===== src/rtl/ser2par_bc_align.sv =====
// Per-lane serial-to-parallel converter with comma byte alignment.
// Hunts for COMMA bit-by-bit, then locks to a byte grid and emits data bytes once synchronized.
module ser2par_bc_align #(
  parameter logic [7:0]  COMMA      = 8'hBC,
  parameter int unsigned SYNC_COUNT = 4
) (
  input  logic       clk_8f,
  input  logic       reset,
  input  logic       data_in,
  output logic [7:0] data_out,
  output logic       valid_out,
  output logic       active,
  output logic       byte_strobe
);

  localparam logic [1:0] ST_SEARCH = 2'd0;
  localparam logic [1:0] ST_ALIGN  = 2'd1;
  localparam logic [1:0] ST_ACTIVE = 2'd2;
  localparam logic [3:0] SYNC_CNT  = 4'(SYNC_COUNT);

  logic [1:0] state_q, state_d;
  logic [7:0] sr_q, sr_d;
  logic [2:0] bit_cnt_q, bit_cnt_d;
  logic [3:0] bc_cnt_q, bc_cnt_d;
  logic [7:0] data_q, data_d;
  logic       valid_q, valid_d;
  logic       active_q, active_d;
  logic       strobe_q, strobe_d;
  logic [7:0] nxt_s;
  logic       boundary_s;

  function automatic logic is_comma(input logic [7:0] b);
    return (b == COMMA);
  endfunction

  assign nxt_s      = {sr_q[6:0], data_in};
  assign boundary_s = (bit_cnt_q == 3'd7);

  // Next-state logic: alignment FSM, byte counters and output capture.
  always_comb begin
    state_d   = state_q;
    sr_d      = nxt_s;
    bit_cnt_d = bit_cnt_q;
    bc_cnt_d  = bc_cnt_q;
    data_d    = data_q;
    valid_d   = valid_q;
    active_d  = active_q;
    strobe_d  = 1'b0;
    case (state_q)
      ST_SEARCH: begin
        if (is_comma(nxt_s)) begin
          bit_cnt_d = 3'd0;
          bc_cnt_d  = 4'd1;
          state_d   = ST_ALIGN;
        end else begin
          state_d   = ST_SEARCH;
        end
      end
      ST_ALIGN: begin
        bit_cnt_d = bit_cnt_q + 3'd1;
        if (boundary_s) begin
          strobe_d = 1'b1;
          if (is_comma(nxt_s)) begin
            bc_cnt_d = (bc_cnt_q < SYNC_CNT) ? (bc_cnt_q + 4'd1) : bc_cnt_q;
            if ((bc_cnt_q + 4'd1) == SYNC_CNT) begin
              state_d  = ST_ACTIVE;
              active_d = 1'b1;
            end else begin
              state_d  = ST_ALIGN;
            end
          end else begin
            // Hunting resumes on the following edge, not this one.
            state_d  = ST_SEARCH;
            bc_cnt_d = 4'd0;
          end
        end else begin
          strobe_d = 1'b0;
        end
      end
      ST_ACTIVE: begin
        bit_cnt_d = bit_cnt_q + 3'd1;
        if (boundary_s) begin
          strobe_d = 1'b1;
          data_d   = nxt_s;
          valid_d  = !is_comma(nxt_s);
        end else begin
          strobe_d = 1'b0;
        end
      end
      default: begin
        state_d   = ST_SEARCH;
        bit_cnt_d = 3'd0;
        bc_cnt_d  = 4'd0;
      end
    endcase
  end

  // State and output registers with asynchronous clear.
  always_ff @(posedge clk_8f or negedge reset) begin
    if (!reset) begin
      state_q   <= ST_SEARCH;
      sr_q      <= 8'h00;
      bit_cnt_q <= 3'd0;
      bc_cnt_q  <= 4'd0;
      data_q    <= 8'h00;
      valid_q   <= 1'b0;
      active_q  <= 1'b0;
      strobe_q  <= 1'b0;
    end else begin
      state_q   <= state_d;
      sr_q      <= sr_d;
      bit_cnt_q <= bit_cnt_d;
      bc_cnt_q  <= bc_cnt_d;
      data_q    <= data_d;
      valid_q   <= valid_d;
      active_q  <= active_d;
      strobe_q  <= strobe_d;
    end
  end

  assign data_out    = data_q;
  assign valid_out   = valid_q;
  assign active      = active_q;
  assign byte_strobe = strobe_q;

endmodule


===== config.mk =====
export PLATFORM = sky130hd
export DESIGN_NAME = ser2par_bc_align
export DESIGN_NICKNAME = d
export VERILOG_FILES = /design/src/rtl/ser2par_bc_align.sv
export SDC_FILE = /design/constraint.sdc
export NUM_CORES = 1
export LEC_CHECK = 0
export ABC_AREA = 1
export CORE_AREA = 2 2 69 71
export CTS_CLUSTER_DIAMETER = 100
export DETAILED_ROUTE_END_ITERATION = 6
export DIE_AREA = 0 0 71 73
export GPL_TIMING_DRIVEN = 0
export MAX_ROUTING_LAYER = met4
export REMOVE_ABC_BUFFERS = 1
export SYNTH_ARGS = -nofsm -noshare
export SYNTH_HDL_FRONTEND = slang
export SYNTH_SLANG_ARGS = --single-unit

===== constraint.sdc =====
create_clock -name clk_8f -period 2.75 [get_ports clk_8f]
set_input_delay 0.55 -clock clk_8f [delete_from_list [all_inputs] [get_ports clk_8f]]
set_output_delay 0.55 -clock clk_8f [all_outputs]
set_load 0.1 [all_outputs]

==> After elaboration in Yosys (flattened, before gate mapping) <==
Index checks and enable logic that the tools add are counted.
{ "totals": {"regBits": 27, "input_bits": 3, "output_inout_bits": 11, "elab_cells": 41} }
{ "op_classes": {"add_sub_neg": 2, "magnitude_cmp": 1, "eq_ne": 8, "n_mux": 14, "bitwise": 1, "reduce_logical": 7} }
{ "op_table": {"columns": ["cell", "n"], "rows": [
  ["two-way mux 4 bit", 4],
  ["case mux 4 bit (3 select lines)", 1],
  ["equality test 8 bit, second input constant", 1],
  ["AND reduction 4 bit", 2],
  ["two-way mux 2 bit", 3],
  ["case mux 2 bit (3 select lines)", 1],
  ["case mux 3 bit (2 select lines)", 1],
  ["adder 4 x 1 -> 4 bit, second input constant", 1],
  ["equality test 4 x 3 -> 1 bit, second input constant", 1],
  ["< comparator 4 x 3 -> 1 bit, second input constant", 1],
  ["!= test 2 bit, second input constant", 2],
  ["AND reduction 2 bit", 2],
  ["adder 3 x 1 -> 3 bit, second input constant", 1],
  ["equality test 3 bit, second input constant", 1],
  ["two-way mux 1 bit", 3],
  ["two-way mux 3 bit", 1],
  ["!= test 3 bit, second input constant", 1],
  ["equality test 2 x 1 -> 1 bit, second input constant", 1],
  ["equality test 2 bit, second input constant", 1],
  ["logical NOT 2 bit", 1],
  ["OR reduction 2 bit", 1],
  ["logical NOT 1 bit", 1],
  ["inverter 1 bit", 1]
]} }

==> Longest topological paths before layout <==
{ "depth": {"word_depth": 6, "ltp_mapped": 9, "mapped_depth_nobuf": 9} }

==> Worst setup path before layout <==
OpenSTA, ideal clock, no wires.
{ "synth_path": {"path_kind": "reg2out", "from": "reg valid_q (netlist: valid_out)", "to": "out valid_out", "t_arrival_ns": 0.898, "required_time_ns": 2.200, "setup_slack_ns": 1.302, "path_stages_with_launch": 1, "path_buffers": 0, "path_cell_list": "dfrtp_1"} }
{ "synth_rtl": {"columns": ["element", "line_no", "text"], "rows": [
  ["start: declaration", "26", "logic valid_q, valid_d;"],
  ["start signal: assignment", "115", "valid_q <= valid_d;"],
  ["end: declaration", "11", "output logic valid_out,"]
]} }
No word-level cell between the ends.

==> Worst setup path in the final report <==
{ "layout_path": {"from": "reg data_q[0] (netlist: data_out[0])", "to": "out data_out[0]"} }
{ "layout_rtl": {"columns": ["element", "line_no", "text"], "rows": [
  ["start: declaration", "25", "logic [7:0] data_q, data_d;"],
  ["start signal: assignment", "114", "data_q <= data_d;"],
  ["end: declaration", "10", "output logic [7:0] data_out,"]
]} }
No word-level cell between the ends.

==> results.toml <==
[floorplan]
die_h_um = 73
die_area_sq_um = 5180
rows = 25
die_w_um = 71
core_sq_um = 4540
start_util_pct = 28.1
num_io_pins = 14

[clocking]
holdBufCountCts = 0
cts.path.max_buffers = 2
cts_sinks = 27
cts-buffers-inserted = 3
postCtsSetupBuffers = 0
cts_tree = "yes"
htree_levels = 1
clock_latency_ps = 270
cts.clk_slew.worst_paths_ps = 100
root_buffer = "clkbuf_8"
cts_resized = 0

[yosys]
synth_top_cell_by_area = "dfrtp_1"
synthTopCellsByArea = "dfrtp_1 (53%), nand2_1 (11%), ha_1 (6.9%)"
netlist_area_sq_um = 1270
synth_top_area_share_pct = 53.0
ys_warn_count = 0
avgSynthCellArea_sq_um = 9.37
netlist_instances = 136
ys_seq_elements = 27
synth_cell_types = 20
ys_seq_area_share_pct = 53.0

[drt]
dr.pass1.iters = 4
post_drt_wl_per_cell_um = 10.3
routed-via-count = 889
ant_nets = 0
drtIter0Drc = 35
drc = 0
drt_wl_total_um = 2120
vias_per_cell = 4.32

[power_and_ir_drop]
powerDensity_nw_per_um2 = 504
p_sw_share_pct = 27.5
finalPower_uw = 765
pwr-share-clk_pct = 30.8
comb_power_share_pct = 12.0
p_sw_uw = 211
ir_drop_uv = 177
leakage_nw = 0.787
power_frac_seq_pct = 57.2
intPower_uw = 555

[place]
dp_hpwl_um = 1550
place_inst = 202
gp_congestion = 0.696
io_buffers = 13
place_ws_ps = 722

[grt]
groute.usage.overall_pct = 9.79
grt_pass1_wl_um = 3890
grt_pass1_vias = 886
antenna_found_initial = 0
grt_max_degree = 28
overflow = 0

[setup_path]
cp_max_fo = 2
path_class = "reg -> out"
reg2reg_from = "bit_cnt_q[0]"
r2r_end = "valid_out"
cp_num_cells = 1
slowest_stage = "clkdlybuf4s50_1"
crit_required_ps = 2200
endpoint_kind = "primary output"
worstPathArrival_ps = 1770
worstPathBufferInverterCount = 1
endpoint = "data_out[0]"
crit_start = "data_out[0]"
crit_chain = "clkdlybuf4s50_1"
r2r_slack_ps = 1060
cp-start-kind = "register"
cpPeakStageDelay_ps = 1130
critical_path.top_delay_family = "buffers and inverters"
rr_worst_depth = 6

[min_path]
hold_path_depth = 0
hold_path.class = "reg -> reg"

[sta]
fmax_mhz = 431
skew_ps = 3.38
finalCritPeriodShare_pct = 84.5
setup_slack_ps = 427
grt_setup_unrepaired = "false"
setup_viol = 0
maxSlewHeadroom_pct = 22.5
hold_viol = 0
layout_min_cycle_time_ps = 2320
drv_slew = 0
tns_ps = 0
tightest_slew_ps = 1160

[finish]
n_fill_cell = 460
finalNonFillerCells = 206
area_growth_pct = 19.2
diodes = 0
finalNetCount = 163
drive_gt1_share_pct = 13.2

[status]
status = "complete, no violations"

[run]
maxCapViolCount = 0
==> per-layer routing <==
| metal | up-vias | wire [um] | share of wire, % | track usage (%) |
|---|---|---|---|---|
| met4 | 0 | 42 | 2.0 | 5.03 |
| met1 | 412 | 1060 | 50 | 12.7 |
| met5 | - | 0 | 0 | - |
| met2 | 14 | 940 | 44 | 14.3 |
| li1 | 459 | - | - | - |
| met3 | 4 | 77 | 3.6 | 2.21 |
==> cells by family after synthesis <==
family	Yosys count	synth area share [%]
simple gates	73	29.4
buf+inv	19	5.60
fa+ha+maj	7	6.88
compound gates	10	5.11
flops	27	53.0
==> sequential cells by signal, indices dropped and copies added (netlist names) <==
signal and count:
bit_cnt_q 3, sr_q 7, data_out 8, bc_cnt_q 4, active 1, valid_out 1
state_q 2, byte_strobe 1
==> cells in the mapped netlist <==
library cell / n
inv_1: 18
nand3_1: 11
nor2_2: 2
nand2_2: 4
o21ai_1: 1
a31oi_1: 1
nand3_2: 2
nand2_4: 2
a21oi_4: 1
nor2_4: 4
dfrtp_1: 27
nand4_2: 1
clkbuf_1: 1
nor2_1: 6
o21bai_1: 1
o21ai_0: 4
a21oi_1: 2
nand2_1: 39
nand4_1: 2
ha_1: 7
==> worst min path at each step <==
stage / startpoint / endpoint / slack (ps)
global placement: sr_q[0] / sr_q[1] / 360
finish: sr_q[5] / sr_q[6] / 380
floorplan: reset / active / 250
global route: sr_q[0] / sr_q[1] / 390
CTS: sr_q[0] / sr_q[1] / 390
detailed placement: sr_q[0] / sr_q[1] / 360
==> power groups by stage <==
stage	sequential [mW]	combinational, mW	clock (mW)
2_1_floorplan	0.440	0.0710	0
3_3_place_gp	0.445	0.0925	0
3_5_place_dp	0.446	0.0933	0
4_1_cts	0.438	0.0937	0.247
5_1_grt	0.441	0.109	0.263
6_report	0.437	0.0918	0.236
==> final cells by class <==
class / count / area [sq um] / share of cell area (%)
multi-input cells: 90 / 527 / 34.7
inverters: 18 / 67.6 / 4.45
clock inverters: 1 / 8.76 / 0.577
flip-flops and latches: 27 / 676 / 44.5
clock buffers: 3 / 41.3 / 2.72
repair buffers: 13 / 130 / 8.57
well taps: 54 / 67.6 / 4.45
==> cells in the final DEF (no fill, tap or decap) <==
cell type | netlist | routed
nand4_2 | 1 | 1
nand2_4 | 2 | 2
clkbuf_8 | 0 | 3
a21oi_1 | 2 | 2
nor2_4 | 4 | 4
clkdlybuf4s50_1 | 0 | 13
inv_6 | 0 | 1
nor2_2 | 2 | 2
o21ai_0 | 4 | 4
ha_1 | 7 | 7
inv_1 | 18 | 18
dfrtp_1 | 27 | 27
nand2_1 | 39 | 39
nand3_1 | 11 | 11
a21oi_4 | 1 | 1
o21ai_1 | 1 | 1
nor2_1 | 6 | 6
nand2_2 | 4 | 4
o21bai_1 | 1 | 1
nand3_2 | 2 | 2
nand4_1 | 2 | 2
a31oi_1 | 1 | 1
==> through the flow <==
stage / util, % / instance area, sq um / hold WS, ps
after floorplan: - / 1270 / 254
after global placement: 32.4 / 1470 / 358
after detailed placement: 32.4 / 1470 / 361
after CTS: 33.5 / 1520 / 385
after global routing: 33.5 / 1520 / 391
final: 33.5 / 1520 / 383
(Power assumes the default switching activity.)
